`src/rtl/fpga_pkg.sv`:
```
// fpga_pkg: shared defaults and width helper for the board-level top.
package fpga_pkg;

    localparam int DEF_CLK_FREQ_HZ = 50_000_000;
    localparam int DEF_BLINK_HZ    = 1;
    localparam int DEF_AUX_WINDOW  = 16;

    // ceil(log2(n)), never less than one bit
    function automatic int cnt_width(input int n);
        int w;
        w = 1;
        while ((1 << w) < n) w++;
        return w;
    endfunction

endpackage

```
`src/rtl/fpga_blinker.sv`:
```
// fpga_blinker: toggle counter that wraps at a runtime-selectable limit.
module fpga_blinker
#(
    parameter int W = 8
) (
    input  logic         clk,
    input  logic         rst_n,
    input  logic [W-1:0] limit,
    output logic         led
);

    logic [W-1:0] cnt;

    // >= rather than == so a shrinking limit wraps at once instead of overrunning
    always_ff @(posedge clk or negedge rst_n) begin
        if (!rst_n) begin
            cnt <= '0;
            led <= 1'b0;
        end else if (cnt >= limit - 1'b1) begin
            cnt <= '0;
            led <= ~led;
        end else begin
            cnt <= cnt + 1'b1;
        end
    end

endmodule

```
`src/rtl/fpga_top.sv`:
```
// fpga_top: LED heartbeat, aux oscillator request and aux liveness monitor.
// Define AUX_FAULT_EN to drive LEDR3 with the sticky aux fault instead of SW1.
module fpga_top
    import fpga_pkg::*;
#(
    parameter int CLK_FREQ_HZ = DEF_CLK_FREQ_HZ,
    parameter int BLINK_HZ    = DEF_BLINK_HZ,
    parameter int AUX_WINDOW  = DEF_AUX_WINDOW
) (
    input  logic fpga_CLK,
    input  logic fpga_NRST,
    input  logic fpga_CLK_AUX,
    input  logic fpga_SW0,
    input  logic fpga_SW1,
    output logic fpga_LEDR0,
    output logic fpga_LEDR1,
    output logic fpga_LEDR2,
    output logic fpga_LEDR3,
    output logic fpga_SEL_CLK_AUX
);

    localparam int HALF = CLK_FREQ_HZ / (2 * BLINK_HZ);
    localparam int CW   = cnt_width(HALF + 1);
    localparam int AW   = cnt_width(AUX_WINDOW + 1);

    localparam logic [CW-1:0] LIM_LONG  = CW'(HALF);
    localparam logic [CW-1:0] LIM_SHORT = CW'(HALF / 4);
    localparam logic [AW-1:0] WIN       = AW'(AUX_WINDOW);

    logic sw0_m, sw0_s;
    logic sw1_m, sw1_s;
    logic aux_m, a_s, a_d;
    logic aux_edge;
    logic [AW-1:0] alive;
    logic [CW-1:0] lim0;

    // aux is only ever sampled as data, never used as a clock
    always_ff @(posedge fpga_CLK or negedge fpga_NRST) begin
        if (!fpga_NRST) begin
            sw0_m <= 1'b0;
            sw0_s <= 1'b0;
            sw1_m <= 1'b0;
            sw1_s <= 1'b0;
            aux_m <= 1'b0;
            a_s   <= 1'b0;
            a_d   <= 1'b0;
        end else begin
            sw0_m <= fpga_SW0;
            sw0_s <= sw0_m;
            sw1_m <= fpga_SW1;
            sw1_s <= sw1_m;
            aux_m <= fpga_CLK_AUX;
            a_s   <= aux_m;
            a_d   <= a_s;
        end
    end

    assign aux_edge = a_s ^ a_d;
    assign fpga_SEL_CLK_AUX = sw0_s;

    always_ff @(posedge fpga_CLK or negedge fpga_NRST) begin
        if (!fpga_NRST) begin
            alive <= '0;
        end else if (aux_edge) begin
            alive <= WIN;
        end else if (alive != '0) begin
            alive <= alive - 1'b1;
        end
    end

    assign fpga_LEDR2 = (alive != '0);
    assign lim0 = sw1_s ? LIM_SHORT : LIM_LONG;

    fpga_blinker #(.W(CW)) u_blink0 (
        .clk   (fpga_CLK),
        .rst_n (fpga_NRST),
        .limit (lim0),
        .led   (fpga_LEDR0)
    );

    fpga_blinker #(.W(CW)) u_blink1 (
        .clk   (fpga_CLK),
        .rst_n (fpga_NRST),
        .limit (LIM_LONG),
        .led   (fpga_LEDR1)
    );

`ifdef AUX_FAULT_EN
    logic [AW-1:0] grace;
    logic          fault;

    // a fresh aux edge beats the fault-set condition in the same cycle
    always_ff @(posedge fpga_CLK or negedge fpga_NRST) begin
        if (!fpga_NRST) begin
            grace <= '0;
            fault <= 1'b0;
        end else begin
            if (!sw0_s) begin
                grace <= '0;
            end else if (grace != WIN) begin
                grace <= grace + 1'b1;
            end
            if (!sw0_s) begin
                fault <= 1'b0;
            end else if (grace == WIN && alive == '0 && !aux_edge) begin
                fault <= 1'b1;
            end
        end
    end

    assign fpga_LEDR3 = fault;
`else
    assign fpga_LEDR3 = sw1_s;
`endif

endmodule

```
`config.mk`:
```
export PLATFORM = sky130hd
export DESIGN_NAME = fpga_top
export DESIGN_NICKNAME = d
export VERILOG_FILES = /design/src/rtl/fpga_pkg.sv /design/src/rtl/fpga_blinker.sv /design/src/rtl/fpga_top.sv
export SDC_FILE = /design/constraint.sdc
export NUM_CORES = 1
export LEC_CHECK = 0
export BUFFER_PORTS_ARGS = -buffer_cell sky130_fd_sc_hd__buf_2
export CORE_MARGIN = 2
export CORE_UTILIZATION = 61
export CTS_CLUSTER_DIAMETER = 40
export DETAILED_ROUTE_END_ITERATION = 16
export MAX_ROUTING_LAYER = met4
export PLACE_DENSITY = 0.78
export SYNTH_ARGS = -nofsm -noshare
export SYNTH_HDL_FRONTEND = slang
export SYNTH_SLANG_ARGS = --single-unit
```
`constraint.sdc`:
```
create_clock -name fpga_CLK -period 2.3 [get_ports fpga_CLK]
set_input_delay 0.23 -clock fpga_CLK [delete_from_list [all_inputs] [get_ports fpga_CLK]]
set_output_delay 0.23 -clock fpga_CLK [all_outputs]
set_load 0.05 [all_outputs]
```
Yosys cells after proc, flatten, opt, wreduce, memory -nomap -nowiden
Cells that the tools add are included.

Register bits: 64. Input bits: 5. RAM bits: 0. Memory bits (read-only): 0. Memories: 0. Output and inout port bits: 5. Bits in latches: 0. Word-level logic and storage cells: 28.

Bitwise gates (word level): 3. Add/subtract/negate cells: 4. Multipliers: 0. Equal/unequal tests: 0. Mux-type cells: 5. Shift operators: 0. Order comparisons: 2. Div/mod/pow operators: 0. Reductions and logical operators: 2.

Operators with widths (count): $mux W25 (3); $add A25 B1 Y25 const B (2); $ge A25 B25 Y1 (1); $ge A25 B25 Y1 const B (1); $sub A25 B1 Y25 const B (1); $mux W5 (2); $reduce_bool A5 Y1 (1); $sub A5 B1 Y5 const B (1); $not A1 Y1 (2); $reduce_bool A2 Y1 (1); $xor A1 B1 Y1 (1).

Logic depth before layout (Yosys ltp)
Gate-level depths: netlist (run 1).

Depth after elaboration: 4. Depth in mapped cells: 8. Gate-level depth less buffers: 7.

By module
A second synthesis (run 1) with hierarchy kept.

Cells, all modules: 511. Area, all modules: 4705.8 um^2.

Modules (own cells, without submodules): fpga_blinker at u_blink0 (seq. area each 650.6 um^2, area each 2134.5 um^2, times used 1, cells each 243); fpga_blinker at u_blink1 (seq. area each 650.6 um^2, area each 2112.0 um^2, times used 1, cells each 232); fpga_top (seq. area each 300.3 um^2, area each 459.2 um^2, times used 1, cells each 36).

Worst setup path before layout (run 1)
OpenSTA, ideal clock, no wires.

Path type: reg2reg. Start: register sw1_s (netlist: fpga_LEDR3). End: register u_blink0.cnt[16]. Buffers on the path: 1. Setup time: 121 ps. Data required time: 2179 ps. Cell stages (with the launch flop): 9. Path slack: 187 ps. Arrival time: 1992 ps. Period minus slack after synthesis: 2113 ps. Path through: dfrtp_1 > inv_1 > ha_1 > nand2_1 > nor3_1 > a211oi_1 > o21ai_2 > buf_2 > nor2_1.

Cells in the longest elaborated chain, start to end: 4.

RTL lines: start: declaration (RTL line fpga_top.sv:31) `logic sw1_m, sw1_s;`; start signal: assignment (RTL line fpga_top.sv:51) `sw1_s <= sw1_m;`; $mux W25 (RTL line fpga_top.sv:72) `assign lim0 = sw1_s ? LIM_SHORT : LIM_LONG;`; $sub A25 B1 Y25 (RTL line fpga_blinker.sv:19) `end else if (cnt >= limit - 1'b1) begin`; $ge A25 B25 Y1 (RTL line fpga_blinker.sv:19); $mux W25 (RTL line fpga_blinker.sv:19); end signal: assignment (RTL line fpga_blinker.sv:23) `cnt <= cnt + 1'b1;`; end: declaration (RTL line fpga_blinker.sv:12) `logic [W-1:0] cnt;`.

No other way between the ends. A chain may end at the register's enable or synchronous reset.

Worst setup path after layout (run 1)
Start: register u_blink1.cnt[1]. End: register u_blink1.led.

Cells in the longest elaborated chain, start to end: 1.

RTL lines: start: declaration (RTL line fpga_blinker.sv:12); start signal: assignment (RTL line fpga_blinker.sv:23); $ge A25 B25 Y1 (RTL line fpga_blinker.sv:19); end signal: assignment (RTL line fpga_blinker.sv:21) `led <= ~led;`; end: declaration (RTL line fpga_blinker.sv:9) `output logic led`.

No other way between the ends.

==> results of run 1 <==
layout make-up:
type,count,area share [%]
Timing Repair Buffer,18,3.732
Sequential cell,64,44.23
Tap cell,70,2.419
Clock inverter,6,3.179
Inverter,8,0.8293
Clock buffer,10,3.801
Multi-Input combinational cell,231,41.81
metrics by stage:
| step | setup slack [ns] | utilization, % | cells | power, W |
|---|---|---|---|---|
| floorplan | 0.1868 | - | 309 | 0.001390 |
| global placement | 0.2543 | 65.48 | 387 | 0.001450 |
| detailed placement | 0.1467 | 65.48 | 387 | 0.001460 |
| CTS | 0.1049 | 71.25 | 407 | 0.002672 |
| global route | 0.1514 | 71.35 | 407 | 0.002768 |
| finish | 0.2493 | 71.35 | 407 | 0.002644 |
worst paths after layout:
| path | start | to | slack, ns | cells past startpoint |
|---|---|---|---|---|
| min in group asynchronous | fpga_NRST | alive[1] | 0.41 | 2 |
| worst max-delay path | u_blink1.cnt[1] | u_blink1.led | 0.25 | 6 |
| worst min-delay path | aux_m | a_s | 0.35 | 0 |
| worst min register to register | aux_m | a_s | 0.35 | 0 |
| max in group asynchronous | fpga_NRST | u_blink0.cnt[23] | 1.27 | 3 |
| worst max register to register | u_blink1.cnt[1] | u_blink1.led | 0.25 | 6 |
per-layer routing:
layer	vias up	routed length (um)
li1	1101	-
met1	1096	2679
met2	34	2582
met3	12	144
met4	0	97
met5	-	0
where the power goes:
part           internal, W  switching (W)
clock             0.000755       0.000446
combinational    0.0000966       0.000141
sequential         0.00117      0.0000351
total              0.00202       0.000623
sequential cells by signal, summed over array words and instances (netlist names):
signal and count:
sw0_m 1, u_blink1.led 1, sw1_m 1, a_d 1, u_blink0.cnt 25, fpga_LEDR3 1
a_s 1, aux_m 1, u_blink1.cnt 25, alive 5, fpga_SEL_CLK_AUX 1, u_blink0.led 1
placed cells by master (no fill, tap or decap), drive strengths merged, types with 3 or more instances in the layout:
master       count
dfrtp           64
nor2            61
xor2            34
nand2           24
nand3           20
xnor2           16
buf             14
nand4           13
ha              12
clkbuf          10
inv              9
a21oi            7
and4             7
nor3             7
and3             5
nor4             5
dlygate4sd3      4
o211ai           3
bufinv           3
kinds of logic after synthesis:
family          count (synthesis)  share of synthesized area, %
compound gates                 18                         3.743
mux                             1                        0.3546
xor+xnor                       50                         13.79
buf+inv                        14                         2.049
fa+ha+maj                      12                         4.728
flops                          64                         50.43
simple gates                  150                         24.90
what timing repair did:
action	in CTS	in global routing
setup buffers	0	0
setup endpoints to repair	0	24
hold endpoints to repair	26	0
hold buffers	4	0
gates resized for setup	0	1
==> run summary, run 1 <==
Outcome
- status: completed

Yosys
- leading cell types by count after synthesis: dfrtp_1, nor2_1, xor2_1
- Post-Synthesis Net Count: 326
- YS warnings: 0
- cell area after technology mapping: 3176 sq um
- gate count of the mapped netlist: 309
- count of different cell masters after synthesis: 38
- FF+latch count, synth: 64
- number of enable flip-flop cells after synthesis: 0
- fraction of synthesis flops using an asynchronous set or reset pin: 100.0%
- cell taking the most area after synthesis: dfrtp_1
- register area share after synthesis: 50.43%
- synthesized area per cell: 10.28 sq um
- area share of the largest cell type after synthesis: 50.43%
- largest cells by area after synthesis: dfrtp_1, xor2_1, nor2_1
- cell with the most instances after synthesis: dfrtp_1
- commonest register cell after synthesis: dfrtp_1

Route
- Residual DRC: 0
- WL per Instance: 13.52 um
- 1st-iter DRT viols: 101
- wirelength, routed: 5504 um
- via-per-instance ratio: 5.511
- number of detailed-route iterations in the first pass: 4
- via count: 2243
- remaining number of nets flagged by the antenna check after routing: 0

Critical path
- largest fanout on the critical path: 25
- kind of start point of the critical path: flip-flop
- data required time of the worst path: 2.49 ns
- series of cell instances along the critical path: ha_1, a21oi_1, o211ai_1, a221oi_1, nor2_4, xor2_1
- CP top delay family: compound AO/OA/AOI/OAI gates
- kind of critical path: reg2reg
- Critical-path top delay cell: a221oi_1
- WP data arrival: 2.24 ns
- critical path buffer and inverter count: 0
- critical path endpoint category: flip-flop
- biggest cell delay along the critical path: 0.52 ns

GRT
- pin count of the biggest net entering global routing: 42
- met3 Track Usage GR: 5.450%
- GRT met1 Usage: 28.90%
- global routing's busiest layer: met2
- wire length of the first global-routing pass: 9791 um
- overflow left after global routing: 0
- number of global-route vias before repair: 2195
- aggregate global-route resource usage: 21.90%
- number of antenna violations at the first check in global routing: 0
- GR Layer Usage met2: 32.68%

Flow run
- Max Cap Viol: 0

Timing
- final critical-path required period: 2.051 ns
- unrepaired setup endpoints after global routing: no
- worst hold slack across all endpoints: 0.3494 ns
- maximum clock skew at final layout: 0.003846 ns
- setup TNS after final layout: 0 ns
- actual transition at the worst max-transition pin: 0.5774 ns
- maximum achievable frequency: 487.6 MHz
- endpoints failing setup: 0
- final count of hold timing violations: 0
- final period utilization: 89.16%
- normalized max-slew margin: 61.42%
- final count of pins violating max slew: 0

Die
- effective utilization at floorplan: 62.57%
- die footprint: 5799 sq um
- die span in x: 76.15 um
- total number of placement rows: 26
- area of the core region: 5075 sq um
- chip height: 76.15 um
- I/O pins: 10

Finish
- diode insertion count for antenna repair: 0
- area of all sequential standard cells: 1602 sq um
- area of combinational cells with multiple inputs: 1514 sq um
- Syn-to-layout area delta: 14.03%
- number of nets at the end of the flow: 349
- layout cell share with drive strength beyond 1: 12.17%
- layout filler cell count: 380
- design area: 3621 sq um

Clock tree
- buffer levels on the longest clock path: 2
- CTS HTree Levels: 3
- buffer type at the clock tree root: clkbuf_8
- Clk Latency, worst-skew pair: 0.33 ns
- CTS Buf Count: 9
- TritonCTS clock tree: built
- Clock Sinks: 64
- clock edge transition at the registers on the reported setup and hold paths: 0.07 ns

Place
- weighted congestion reported at the end of routability-driven placement: 0.8013
- placed cell areas: 3323 sq um
- number of buffers added on ports: 9
- HPWL reported at the end of detailed placement: 3692 um

Pwr
- PwrDens: 730.3 nW/um^2
- Worst VDD drop: 0.4452 mV
- cell leakage power: 1.700 nW

Worst hold path
- type of the worst min-delay path: reg2reg

Power figures use the tool's default switching activity.
==> run 2: changes to the inputs <==
Settings changed: CORE_ASPECT_RATIO from default to 1.75.
==> run 2 against run 1 <==
Effect of this change: power shrank 0.19%; register-to-register slack hardly changed; sequential power barely moved; hold slack better by 0.0024 ns; sequential share of layout area increased by 0.25 points; critical path depth stayed put; final cell count is 3.9% lower; clock skew up 0.0033 ns; non-clock buffer count did not move; maximum frequency down 0.61%.
==> run summary, run 2 (synthesis results as in run 1) <==
Pwr
- fraction of power spent switching nets: 23.45%
- cell leakage power: 1.703 nW
- internal power contribution: 0.002020 W
- part of the total power dissipated in sequential elements: 45.6%
- Worst VDD drop: 0.6813 mV
- clock share of power: 45.6%
- switching power summed over all nets: 0.0006189 W
- PwrDens: 732.9 nW/um^2
- share of total power in combinational logic: 8.8%

Critical path
- kind of start point of the critical path: flip-flop
- worst reg2reg path startpoint: u_blink1.cnt[0]
- WP data arrival: 2.27 ns
- data required time of the worst path: 2.50 ns
- Critical R2R Capture: u_blink1.led
- largest fanout on the critical path: 25
- register-to-register path setup slack: 0.24 ns
- r2r worst-path depth: 6
- kind of critical path: reg2reg
- critical path endpoint category: flip-flop

Die
- die footprint: 5822 sq um
- effective utilization at floorplan: 63.80%
- chip height: 99.45 um
- die span in x: 58.54 um
- I/O pins: 10
- total number of placement rows: 34
- area of the core region: 4977 sq um

Route
- wirelength, routed: 5717 um
- WL per Instance: 14.62 um
- via count: 2266
- Residual DRC: 0
- 1st-iter DRT viols: 45
- number of detailed-route iterations in the first pass: 4
- remaining number of nets flagged by the antenna check after routing: 0
- via-per-instance ratio: 5.795

Place
- placed cell areas: 3296 sq um
- weighted congestion reported at the end of routability-driven placement: 0.8330
- HPWL reported at the end of detailed placement: 4040 um
- number of buffers added on ports: 9
- Cell Count Post-Placement: 370

Clock tree
- CTS HTree Levels: 3
- CTS Buf Count: 9
- buffer levels on the longest clock path: 2
- clock edge transition at the registers on the reported setup and hold paths: 0.07 ns
- TritonCTS clock tree: built
- Clk Latency, worst-skew pair: 0.35 ns
- buffer type at the clock tree root: clkbuf_8
- Clock Sinks: 64

Timing
- final count of hold timing violations: 0
- setup TNS after final layout: 0 ns
- normalized max-slew margin: 61.83%
- endpoints failing setup: 0
- final period utilization: 89.71%
- maximum clock skew at final layout: 0.007126 ns
- maximum achievable frequency: 484.7 MHz
- actual transition at the worst max-transition pin: 0.5726 ns
- unrepaired setup endpoints after global routing: no
- final critical-path required period: 2.063 ns
- final count of pins violating max slew: 0

Finish
- Syn-to-layout area delta: 13.40%
- layout cell share with drive strength beyond 1: 12.17%
- number of nets at the end of the flow: 349
- commonest cells after routing, fill and taps aside: dfrtp_1, nor2_1, xor2_1, nand2_1, nand3_1
- registers with the most flip-flops: u_blink0.cnt (25), u_blink1.cnt (25), alive (5)
- final cell count without fillers: 391
- diode insertion count for antenna repair: 0
- design area: 3601 sq um
- most frequent standard cell in the layout excluding fill and tap cells: dfrtp_1

GRT
- wire length of the first global-routing pass: 10120 um
- number of global-route vias before repair: 2300
- number of antenna violations at the first check in global routing: 0
- aggregate global-route resource usage: 23.85%
- overflow left after global routing: 0
- pin count of the biggest net entering global routing: 41

Worst hold path
- Hold Crit Depth: 0
- type of the worst min-delay path: reg2reg
- sink of the worst hold path: fpga_SEL_CLK_AUX
- startpoint of the lowest-slack hold path: sw0_m

Outcome
- status: completed

Flow run
- Max Cap Viol: 0

[run 2: worst max path at each step]
| stage | from | cells after the start | end | slack, ns |
|---|---|---|---|---|
| CTS | u_blink1.cnt[2] | 5 | u_blink1.led | 0.08 |
| finish | u_blink1.cnt[0] | 6 | u_blink1.led | 0.24 |
| global placement | u_blink1.cnt[0] | 6 | u_blink1.led | 0.13 |
| floorplan | fpga_LEDR3 | 8 | u_blink0.cnt[16] | 0.19 |
| detailed placement | u_blink1.cnt[0] | 6 | u_blink1.led | 0.12 |
| global route | u_blink1.cnt[0] | 6 | u_blink1.led | 0.1 |
[run 2: per-stage QoR]
step | hold slack [ns] | utilization (%) | total power [W] | setup slack [ns]
2_1_floorplan | -0.06559 | - | 0.001390 | 0.1868
3_3_place_gp | 0.2615 | 66.21 | 0.001449 | 0.1292
3_5_place_dp | 0.2614 | 66.21 | 0.001455 | 0.1165
4_1_cts | 0.3543 | 72.10 | 0.002674 | 0.08204
5_1_grt | 0.3573 | 72.35 | 0.002748 | 0.09765
6_report | 0.3518 | 72.35 | 0.002639 | 0.2367
[run 2: timing repair]
item / 4_1_cts / 5_1_grt
hold endpoints to repair: 27 / 0
setup endpoints to repair: 0 / 30
setup buffers: 0 / 1
hold buffers: 4 / 0
gates resized for setup: 0 / 1
[run 2: worst max-delay path: stages, from the launching register on]
cell and delay (ns):
dfrtp_1 0.44, ha_1 0.28, a21oi_1 0.15, o211ai_1 0.10, a221oi_1 0.51, nor2_4 0.23
xor2_1 0.20
[run 2: layout make-up]
class                   count  area (sq um)
multi-input cells         231          1514
inverters                   8         30.03
well taps                  54         67.56
fillers                   366          1376
flip-flops and latches     64          1602
repair buffers             18         135.1
clock buffers              10         137.6
clock inverters             6         115.1
[run 2: power by group through the flow]
stage	clock network, W	logic [W]	registers, W
CTS	0.00123	0.000237	0.00120
floorplan	0	0.000165	0.00123
global placement	0	0.000225	0.00122
detailed placement	0	0.000229	0.00123
global route	0.00127	0.000265	0.00121
finish	0.00120	0.000231	0.00120
[run 2: metal layers]
layer / global-route usage, % / up-vias / part of all wire, %
met2: 40.36 / 31 / 55
li1: - / 1106 / -
met3: 5.982 / 13 / 2.6
met5: - / - / 0
met1: 25.68 / 1116 / 39
met4: 10.55 / 0 / 2.7
==> run 3: changes to the inputs <==
Settings changed: REMOVE_ABC_BUFFERS from default to 1.
==> run 3 against run 2 <==
Effect of this change: via count did not move; non-clock buffer count rose by 3; utilization fell by 0.83 points; critical endpoint is now u_blink0.led.
==> run summary, run 3 (synthesis results as in run 1) <==
Timing
- actual transition at the worst max-transition pin: 0.6616 ns
- normalized max-slew margin: 55.73%
- final count of hold timing violations: 0
- final critical-path required period: 2.153 ns
- maximum clock skew at final layout: 0.009001 ns
- final period utilization: 93.61%
- maximum achievable frequency: 464.4 MHz
- unrepaired setup endpoints after global routing: no
- final count of pins violating max slew: 0
- endpoints failing setup: 0

Route
- WL per Instance: 15.20 um
- via count: 2266
- via-per-instance ratio: 5.751
- remaining number of nets flagged by the antenna check after routing: 0
- Residual DRC: 0
- 1st-iter DRT viols: 63
- number of detailed-route iterations in the first pass: 4
- wirelength, routed: 5987 um

Finish
- commonest cells after routing, fill and taps aside: dfrtp_1, nor2_1, xor2_1, nand2_1, nand3_1
- design area: 3560 sq um
- final cell count without fillers: 394
- number of nets at the end of the flow: 352
- most frequent standard cell in the layout excluding fill and tap cells: dfrtp_1
- diode insertion count for antenna repair: 0
- registers with the most flip-flops: u_blink0.cnt (25), u_blink1.cnt (25), alive (5)
- layout cell share with drive strength beyond 1: 12.94%
- final core utilization: 71.52%
- Syn-to-layout area delta: 12.10%
- layout filler cell count: 378

Place
- number of buffers added on ports: 9
- placed cell areas: 3326 sq um
- weighted congestion reported at the end of routability-driven placement: 0.8388
- HPWL reported at the end of detailed placement: 4082 um
- Cell Count Post-Placement: 374

Pwr
- fraction of power spent switching nets: 27.13%
- power consumption: 0.002319 W
- part of the total power dissipated in sequential elements: 52.0%
- PwrDens: 651.6 nW/um^2
- Worst VDD drop: 0.5897 mV
- share of total power in combinational logic: 10.2%
- cell leakage power: 1.686 nW
- switching power summed over all nets: 0.0006293 W
- internal power contribution: 0.001690 W
- clock share of power: 37.8%

Die
- die span in x: 58.54 um
- chip height: 99.45 um
- I/O pins: 10
- effective utilization at floorplan: 63.80%
- die footprint: 5822 sq um
- area of the core region: 4977 sq um
- total number of placement rows: 34

Critical path
- biggest cell delay along the critical path: 0.49 ns
- register-to-register path setup slack: 0.15 ns
- critical path endpoint category: flip-flop
- Critical-path top delay cell: dfrtp_1
- WP data arrival: 2.35 ns
- kind of start point of the critical path: flip-flop
- series of cell instances along the critical path: inv_1, ha_1, a21oi_1, nor3_1, a211oi_1, o21ai_4, xor2_1
- data required time of the worst path: 2.49 ns
- kind of critical path: reg2reg
- largest fanout on the critical path: 26

Clock tree
- buffer type at the clock tree root: clkbuf_8
- buffer levels on the longest clock path: 2
- CTS HTree Levels: 3
- Setup Buffers After CTS: 0
- Clock Sinks: 64
- Clk Latency, worst-skew pair: 0.34 ns
- clock edge transition at the registers on the reported setup and hold paths: 0.08 ns
- TritonCTS clock tree: built
- CTS Buf Count: 9

GRT
- global routing's busiest layer: met2
- GRT met1 Usage: 25.09%
- wire length of the first global-routing pass: 10280 um
- number of global-route vias before repair: 2388
- number of antenna violations at the first check in global routing: 0
- met3 Track Usage GR: 5.332%
- pin count of the biggest net entering global routing: 37
- overflow left after global routing: 0
- aggregate global-route resource usage: 24.22%
- GR Layer Usage met2: 41.49%

Worst hold path
- type of the worst min-delay path: reg2reg

Outcome
- status: completed

Flow run
- Max Cap Viol: 0

run 3: power by group through the flow:
stage	Combinational, W	Clock, W	Sequential [W]
final	0.000237	0.000876	0.00121
after global placement	0.000226	0	0.00123
after floorplan	0.000165	0	0.00123
after detailed placement	0.000235	0	0.00123
after global routing	0.000272	0.000945	0.00121
after CTS	0.000241	0.000897	0.00121
run 3: what timing repair did:
action | 4_1_cts | 5_1_grt
hold buffers | 4 | 0
endpoints found under the hold margin | 31 | 0
gates resized for setup | 1 | 1
endpoints found under the setup margin | 25 | 21
run 3: final timing paths:
| path | cells past startpoint | startpoint | endpoint |
|---|---|---|---|
| max | 7 | fpga_LEDR3 | u_blink0.led |
| min | 0 | sw0_m | fpga_SEL_CLK_AUX |
| max reg2reg | 7 | fpga_LEDR3 | u_blink0.led |
| min reg2reg | 0 | sw0_m | fpga_SEL_CLK_AUX |
| max in group asynchronous | 3 | fpga_NRST | u_blink1.cnt[21] |
| min in group asynchronous | 2 | fpga_NRST | u_blink1.led |
run 3: stage by stage:
stage,setup WS [ns],hold slack (ns),TNS (ns)
2_1_floorplan,-0.01638,-0.06559,-0.01638
3_3_place_gp,-0.01518,0.2816,-0.01518
3_5_place_dp,-0.05780,0.2906,-0.3323
4_1_cts,0.07077,0.3612,0
5_1_grt,0.01445,0.3681,0
6_report,0.1469,0.3586,0
run 3: routing by layer:
layer  up-vias  routed length (um)
li1       1109                   -
met1      1105                2364
met2        37                3304
met3        15                 153
met4         0                 165
met5         -                   0
run 3: worst max-delay path, delay by kind of cell (launching register included):
kind | cells | cell delay [ns]
compound gates | 3 | 0.78
buf+inv | 1 | 0.13
simple gates | 1 | 0.06
xor+xnor | 1 | 0.21
flops | 1 | 0.49
fa+ha+maj | 1 | 0.34
run 3: layout make-up:
class / instances / area (sq um) / share of cell area, %
clock buffer: 10 / 137.6 / 3.866
clock inverter: 6 / 43.79 / 1.230
inverter: 8 / 30.03 / 0.8436
timing repair buffer: 21 / 157.7 / 4.429
tap: 54 / 67.56 / 1.898
sequential: 64 / 1602 / 44.99
multi-input combinational: 231 / 1521 / 42.74
